<file path="src/rtl/bus_gate_pkg.sv">
// Shared types and constants for the gated/arbitrated bus driver.
package bus_gate_pkg;

    typedef enum logic {MODE_GATE = 1'b0, MODE_ARB = 1'b1} bus_mode_t;

    localparam int CNT_W = 8;

endpackage

</file>
<file path="src/rtl/bus_gate_arb_rr_pick.sv">
// Rotated-priority picker: first set candidate scanning upward from ptr,
// wrapping at N-1 back to 0.
module rr_pick #(
    parameter int N  = 4,
    parameter int IW = (N > 1) ? $clog2(N) : 1
) (
    input  logic [N-1:0]  cand,
    input  logic [IW-1:0] ptr,
    output logic [N-1:0]  pick,
    output logic [IW-1:0] pick_idx,
    output logic          any
);

    logic [IW-1:0] idx;

    function automatic int wrap(input int a);
        return (a >= N) ? a - N : a;
    endfunction

    always_comb begin
        // NOTE: every output gets a default before the scan so no path leaves it unassigned (no latch).
        pick     = '0;
        pick_idx = '0;
        any      = 1'b0;
        idx      = '0;
        for (int i = 0; i < N; i++) begin
            idx = IW'(wrap(int'(ptr) + i));
            if (!any && cand[idx]) begin
                any       = 1'b1;
                pick[idx] = 1'b1;
                pick_idx  = idx;
            end
        end
    end

endmodule

</file>
<file path="src/rtl/bus_gate_arb.sv">
// Registered shared-bus driver: one-hot gate select or round-robin arbitration
// with a valid/ready handshake, plus multi-hot gate conflict counting.
module bus_gate_arb
    import bus_gate_pkg::*;
#(
    parameter int WIDTH = 16,
    parameter int NSRC  = 4
) (
    input  logic                    Clk,
    input  logic                    Reset,
    input  logic                    mode,
    input  logic [NSRC-1:0]         gate,
    input  logic [NSRC-1:0]         req,
    input  logic [NSRC*WIDTH-1:0]   src_data,
    output logic [WIDTH-1:0]        bus,
    output logic [NSRC-1:0]         grant,
    output logic                    bus_valid,
    input  logic                    bus_ready,
    output logic                    conflict,
    output logic [CNT_W-1:0]        conflict_cnt
);

    localparam int PW = $clog2(NSRC);

    if (NSRC < 2) begin : g_bad_nsrc
        $error("bus_gate_arb: NSRC must be at least 2");
    end

    bus_mode_t       cur_mode;
    logic            load;
    logic            xfer;
    logic            gate_onehot;
    logic            gate_multi;
    logic [NSRC-1:0] cand;
    logic [NSRC-1:0] pick;
    logic [PW-1:0]   pick_idx;
    logic            any;
    logic [PW-1:0]   ptr;
    logic [PW-1:0]   ptr_nxt;
    logic [NSRC-1:0] sel;
    logic [WIDTH-1:0] bus_nxt;

    assign cur_mode    = bus_mode_t'(mode);
    assign load        = !bus_valid || bus_ready;
    assign xfer        = bus_valid && bus_ready;
    assign gate_onehot = $onehot(gate);
    assign gate_multi  = !$onehot0(gate);

    // The word leaving this cycle has used its request; its owner re-competes next cycle.
    assign cand = req & ~(xfer ? grant : '0);

    rr_pick #(.N(NSRC), .IW(PW)) u_pick (
        .cand     (cand),
        .ptr      (ptr),
        .pick     (pick),
        .pick_idx (pick_idx),
        .any      (any)
    );

    assign ptr_nxt = (pick_idx == PW'(NSRC - 1)) ? '0 : pick_idx + 1'b1;
    assign sel     = (cur_mode == MODE_ARB) ? pick : (gate_onehot ? gate : '0);

    always_comb begin
        bus_nxt = '0;
        for (int i = 0; i < NSRC; i++) begin
            if (sel[i]) bus_nxt = bus_nxt | src_data[i*WIDTH +: WIDTH];
        end
    end

    always_ff @(posedge Clk or posedge Reset) begin
        // NOTE: sequential state uses non-blocking assignment so all flops update together.
        if (Reset) begin
            bus       <= '0;
            grant     <= '0;
            bus_valid <= 1'b0;
            ptr       <= '0;
        end else if (load) begin
            bus       <= bus_nxt;
            grant     <= sel;
            bus_valid <= |sel;
            if (cur_mode == MODE_ARB && any) ptr <= ptr_nxt;
        end
    end

    // Conflict tracking ignores the handshake; it watches gate every cycle.
    always_ff @(posedge Clk or posedge Reset) begin
        if (Reset) begin
            conflict     <= 1'b0;
            conflict_cnt <= '0;
        end else if (cur_mode == MODE_GATE && gate_multi) begin
            conflict <= 1'b1;
            if (conflict_cnt != {CNT_W{1'b1}}) conflict_cnt <= conflict_cnt + 1'b1;
        end else begin
            conflict <= 1'b0;
        end
    end

endmodule

</file>
<file path="config.mk">
export PLATFORM = sky130hd
export DESIGN_NAME = bus_gate_arb
export DESIGN_NICKNAME = d
export VERILOG_FILES = /design/src/rtl/bus_gate_pkg.sv /design/src/rtl/bus_gate_arb_rr_pick.sv /design/src/rtl/bus_gate_arb.sv
export SDC_FILE = /design/constraint.sdc
export NUM_CORES = 1
export LEC_CHECK = 0
export ABC_AREA = 1
export CORE_ASPECT_RATIO = 2
export CORE_MARGIN = 2
export CORE_UTILIZATION = 44
export CTS_BUF_LIST = sky130_fd_sc_hd__clkbuf_8
export DETAILED_ROUTE_END_ITERATION = 12
export PLACE_DENSITY = 0.79
export REMOVE_ABC_BUFFERS = 1
export SLEW_MARGIN = 20
export SYNTH_ARGS = -nofsm -noshare
export SYNTH_HDL_FRONTEND = slang
export SYNTH_SLANG_ARGS = --single-unit
</file>
<file path="constraint.sdc">
create_clock -name Clk -period 2.54 [get_ports Clk]
set_input_delay 0.381 -clock Clk [delete_from_list [all_inputs] [get_ports Clk]]
set_output_delay 0.381 -clock Clk [all_outputs]
set_load 0.02 [all_outputs]
</file>
### Word level (Yosys, flattened, before mapping)

Index checks and enable logic that the tools add are counted.

* register bits: 32
* latch bits: 0
* bits in writable memories: 0
* memory bits (read-only): 0
* input bits: 76
* output and inout port bits: 30
* logic and storage cells: 103
* memories: 0

* $add $sub $neg: 12
* multiply operators: 0
* div/mod/pow operators: 0
* order comparisons: 13
* eq/ne operators: 3
* shift-type cells: 0
* multiplexer cells: 41
* bitwise logic cells: 9
* reductions and logical operators: 19

Operators by type and width (number)
* $mux 16: 4
* $or 16x16->16: 3
* $mux 4: 7
* $mux 2: 9
* $mux 1: 13
* $lt 2x3->1 const B: 4
* $or 4x4->4: 3
* $logic_and 1x1->1: 10
* $ge 3x3->1 const B: 3
* $add 8x1->8 const B: 1
* $bmux 1 s2: 4
* $demux 1 s2: 4
* $ge 2x1->1 const B: 4
* $ne 8x8->1 const B: 1
* $sub 2x1->2 const B: 4
* $add 2x2->3 const B: 2
* $logic_not 1->1: 5
* $add 1x1->2: 2
* $and 4x4->4: 1
* $not 4->4: 1
* $reduce_and 2->1: 2
* $reduce_or 4->1: 1
* $add 2x1->3 const B: 1
* $add 2x2->3: 1
* other kinds (7): 7

### Depth between registers and ports, before layout

* depth in word-level cells: 24
* depth in mapped cells: 14
* gate-level depth less buffers: 13

### Cells and area by module

Synthesis repeated with hierarchy kept, for this count alone.

* cells, all modules: 369
* area total of the unflattened synthesis: 2499.9 um2

By module, submodules not included
* bus_gate_arb: instances 1, cells an instance 295, area each 2059.5 um2, sequential area each 800.8 um2
* rr_pick: instances 1, cells an instance 74, area each 440.4 um2, sequential area each 0.0 um2

### Worst setup path after synthesis

OpenSTA, ideal clock, no wires.

* path kind: in2reg
* start point: input port gate[0]
* end point: register bus[4]
* library setup time: 0.071 ns
* data arrival time: 2.276 ns
* required time: 2.469 ns
* setup slack: 0.192 ns
* stages on the path: 11
* path buffers: 1
* cell sequence: fa_1 -> ha_1 -> ha_1 -> nor2_1 -> nand3_1 -> nand2_1 -> clkbuf_1 -> nand3_1 -> nand2_1 -> nor2_1 -> nor2_1

* cells in the longest elaborated chain, start to end: 12

Ends and longest elaborated chain
* start, declared: line bus_gate_arb.sv:12 `input logic [NSRC-1:0] gate,`
* $add 1x1->2 (implied by the code): line bus_gate_arb.sv:46 `assign gate_onehot = $onehot(gate);`
* $add 2x2->3 (implied by the code): line bus_gate_arb.sv:46
* $eq 3x1->1: line bus_gate_arb.sv:46
* $mux 4 (*) (2 in series): line bus_gate_arb.sv:61 `assign sel = (cur_mode == MODE_ARB) ? pick : (gate_onehot ? gate : '0);`
* $mux 16: line bus_gate_arb.sv:66 `if (sel[i]) bus_nxt = bus_nxt | src_data[i*WIDTH +: WIDTH];`
* $or 16x16->16: line bus_gate_arb.sv:66
* $mux 16: line bus_gate_arb.sv:66
* $or 16x16->16: line bus_gate_arb.sv:66
* $mux 16: line bus_gate_arb.sv:66
* $or 16x16->16: line bus_gate_arb.sv:66
* $mux 16 (*): line bus_gate_arb.sv:66
* end signal, assigned: line bus_gate_arb.sv:78 `bus <= bus_nxt;`
* end, declared: line bus_gate_arb.sv:15 `output logic [WIDTH-1:0] bus,`

Mark *: on every way between the ends. The rest lies on a longest branch, timed or not.
A chain may end at the register's enable or synchronous reset.

### Final worst setup path

* start point: input port gate[3]
* end point: register conflict_cnt[6]

* cells in the longest elaborated chain, start to end: 6

Ends and longest elaborated chain
* $add 1x1->2 (implied by the code): line bus_gate_arb.sv:47 `assign gate_multi = !$onehot0(gate);`
* $add 2x2->3 (implied by the code): line bus_gate_arb.sv:47
* $le 3x1->1 (implied by the code): line bus_gate_arb.sv:47
* $logic_not 1->1: line bus_gate_arb.sv:47
* $logic_and 1x1->1: line bus_gate_arb.sv:90 `end else if (cur_mode == MODE_GATE && gate_multi) begin`
* $reduce_and 2->1 (no line)
* end signal, assigned: line bus_gate_arb.sv:92 `if (conflict_cnt != {CNT_W{1'b1}}) conflict_cnt <= conflict_cnt + 1'b1;`
* end, declared: line bus_gate_arb.sv:20 `output logic [CNT_W-1:0] conflict_cnt`

Every way passes these cells.

==> results.yml <==
run_status:
  status: "finished, final reports clean"
hold_path:
  hold_class: "in -> async"
floorplanning:
  pin_count: 106
  fp-row-count: 38
  die-width_um: 56.9
  die_y_um: 110
  fp.coreArea_um2: 5420
  start_util_pct: 45.5
  dieArea_um2: 6260
power_and_ir_drop:
  p_leak_nw: 1.72
  ir_drop_mv: 0.712
  powerDensity_nw_per_um2: 980
global_route:
  grt_start_max_net_pins: 33
  track_usage_pct: 25.4
  grt_pass1_vias: 2741
  grt-ovfl-total: 0
  grt_pass1_wl_um: 12200
  grt_antenna_before_repair: 0
timing:
  max_freq_mhz: 411
  finalSetupViolCount: 0
  worst_slew_pin_slew_ns: 0.416
  setup_tns_ns: 0
  fin_skew_ns: 0.00419
  hold_viol: 0
  period_minus_slack_ns: 2.43
  rsz0062_at_grt: "true"
  finalCritPeriodShare_pct: 95.7
  relSlewSlack_pct: 72.2
  maxSlewViolCount: 0
routing:
  ant_nets: 0
  route.detailed.drc: 0
  vias_per_cell: 5.45
  drt_iter0_markers: 124
  route.vias.total: 2836
  post_drt_wl_per_cell_um: 15.2
  first_pass_iters: 5
  wl_um: 7890
yosys:
  syn-instance-count: 341
  avgSynthCellArea_um2: 7.23
  yosys_warnings: 0
  synth_top_cell_by_area: "dfrtp_1"
  ys_async_sr_fraction_pct: 100
  synth_fa_ha_area_share_pct: 5.89
  synth.top_cell.area_share_pct: 32.5
  synth_edf_count: 0
  ys_seq_elements: 32
  syn_area_um2: 2470
  synth_most_common_cell: "nand3_1"
  netlist-cell-type-count: 33
  yosys.area_share.xor_xnor_pct: 2.49
  yosys.area_share.simple_pct: 48.8
  synthFlopType: "dfrtp_1"
  yosysSeqAreaShare_pct: 32.5
  netlist_top_cells_count: "nand3_1 (107), nor2_1 (66), nand2_1 (50), dfrtp_1 (32), inv_1 (14)"
  synth_area_leaders: "dfrtp_1 (32%), nand3_1 (22%), nor2_1 (10%)"
  muxShareOfSynthArea_pct: 0.457
  synth_top_family_by_area: "simple AND/OR/NAND/NOR gates"
  synth_compound_area_share_pct: 2.74
setup_path:
  cpMaxStageDelayCell: "fa_1"
  startpoint_type: "input port"
  crit_family: "adder cells"
  cp_num_buf_inv: 2
  worstSetupPathType: "in -> reg"
  worstPathCellList: "clkdlybuf4s50_1 > fa_1 > ha_2 > inv_1 > ha_1 > nor2_2 > o21ai_2 > nor3b_2 > nand2_1 > nor3_2 > xor2_1"
  crit_arrival_ns: 2.63
  cp_slowest_stage_delay_ns: 0.51
  worstSetupEndpointType: "register"
  critPathRequiredTime_ns: 2.74
  path_max_fanout: 2
clock_network:
  clockBufferDepth: 2
  post-cts-setup-buffer-count: 0
  cts_htree_levels: 2
  clock-sinks: 32
  clkTransAtPathRegs_ns: 0.06
  clk_latency_ns: 0.29
  cts_tree: "built"
  cts_root_buffer: "clkbuf_8"
  cts_buffers: 5
final_layout:
  syn_to_final_growth_pct: 54.7
  fin_cells: 520
  drive_gt1_share_pct: 12.6
  diodes: 0
  n_fill_cell: 462
  finalNetCount: 547
placed_design:
  dp_cells: 513
  post-dp-hpwl_um: 6080
  port_buffers: 105
  gp_congestion: 0.873
flow_run:
  cap_violations: 0
registers in the layout, indices dropped and copies added, names as in the netlist:
| register | count |
|---|---|
| conflict_cnt | 8 |
| bus_valid | 1 |
| ptr | 2 |
| grant | 4 |
| bus | 16 |
| conflict | 1 |
worst paths after layout:
path | from | end | slack [ns] | depth (start not counted)
setup / recovery | gate[3] | conflict_cnt[6]$_DFFE_PP0P_ | 0.11 | 11
max in group asynchronous | Reset | bus[15]$_DFFE_PP0P_ | 1.75 | 3
hold reg to reg | bus[8]$_DFFE_PP0P_ | bus[8]$_DFFE_PP0P_ | 0.51 | 2
hold / removal | Reset | bus[1]$_DFFE_PP0P_ | 0.47 | 3
setup reg to reg | ptr[0]$_DFFE_PP0P_ | bus[1]$_DFFE_PP0P_ | 0.46 | 14
min in group Clk | bus[8]$_DFFE_PP0P_ | bus[8]$_DFFE_PP0P_ | 0.51 | 2
layer usage:
layer	track usage (%)	vias to the layer above	part of all wire, %
li1	-	1381	-
met3	4.24	18	5.5
met1	26.0	1317	35
met2	49.1	120	57
met5	0	-	0
met4	10.3	0	2.5
cells in the final DEF, fill, tap and decap left out, types with 2 or more instances in the layout:
| cell | n |
|---|---|
| nor2_1 | 62 |
| ha_1 | 9 |
| nand2_2 | 8 |
| dlymetal6s2s_1 | 2 |
| nand2_1 | 49 |
| clkinv_1 | 2 |
| dfrtp_1 | 32 |
| nor2_4 | 3 |
| nand3_4 | 2 |
| nor2_2 | 4 |
| o21ai_0 | 5 |
| nand3_2 | 8 |
| clkdlybuf4s50_1 | 103 |
| nand4_1 | 2 |
| nand2_4 | 2 |
| clkbuf_8 | 5 |
| buf_12 | 6 |
| a21oi_1 | 3 |
| buf_4 | 12 |
| inv_1 | 15 |
| xor2_1 | 6 |
| nand3_1 | 106 |
worst reg2reg max path, delay by kind of cell, from the launching register on:
kind	cells	cell delay, ns
adder cells (fa/ha/maj)	1	0.35
buffers and inverters	3	0.40
AND/OR/NAND/NOR	10	0.93
flip-flops	1	0.36
power by group:
part / switching, mW / leakage (nW) / internal (mW)
sequential: 0.179 / 0.368 / 0.726
combinational: 1.42 / 1.31 / 1.05
clock: 0.184 / 0.0452 / 0.182
layout make-up:
type / instances / area [µm²] / share of cell area [%]
clock inverter: 2 / 8.76 / 0.230
multi-input combinational: 281 / 1530 / 40.2
inverter: 17 / 63.8 / 1.67
clock buffer: 5 / 68.8 / 1.80
timing repair buffer: 123 / 1270 / 33.2
tap: 60 / 75.1 / 1.97
sequential: 32 / 801 / 21.0
per-stage QoR:
| stage | setup slack [ns] | area, µm² | hold slack, ns | util [%] | power [mW] |
|---|---|---|---|---|---|
| 2_1_floorplan | 0.300 | 2350 | 0.457 | - | 2.30 |
| 3_3_place_gp | -0.251 | 3690 | 0.489 | 68.1 | 3.30 |
| 3_5_place_dp | -0.335 | 3690 | 0.501 | 68.1 | 3.34 |
| 4_1_cts | 0.000990 | 3780 | 0.495 | 69.7 | 3.73 |
| 5_1_grt | -0.0292 | 3820 | 0.521 | 70.4 | 4.01 |
| 6_report | 0.108 | 3820 | 0.471 | 70.4 | 3.74 |
repair_timing:
item / in CTS / in global routing
resized for setup: 3 / 11
hold buffers: 0 / 0
endpoints found under the setup margin: 2 / 24
hold endpoints to repair: 0 / 0
cloned: 0 / 0
pin swaps: 1 / 3
kinds of logic after synthesis:
family                   after synthesis
AND/OR/NAND/NOR                      250
flip-flops                            32
buffers and inverters                 28
AO/OA/AOI/OAI                         12
adder cells (fa/ha/maj)               11
XOR/XNOR                               7
multiplexers                           1
Power figures use the tool's default switching activity.
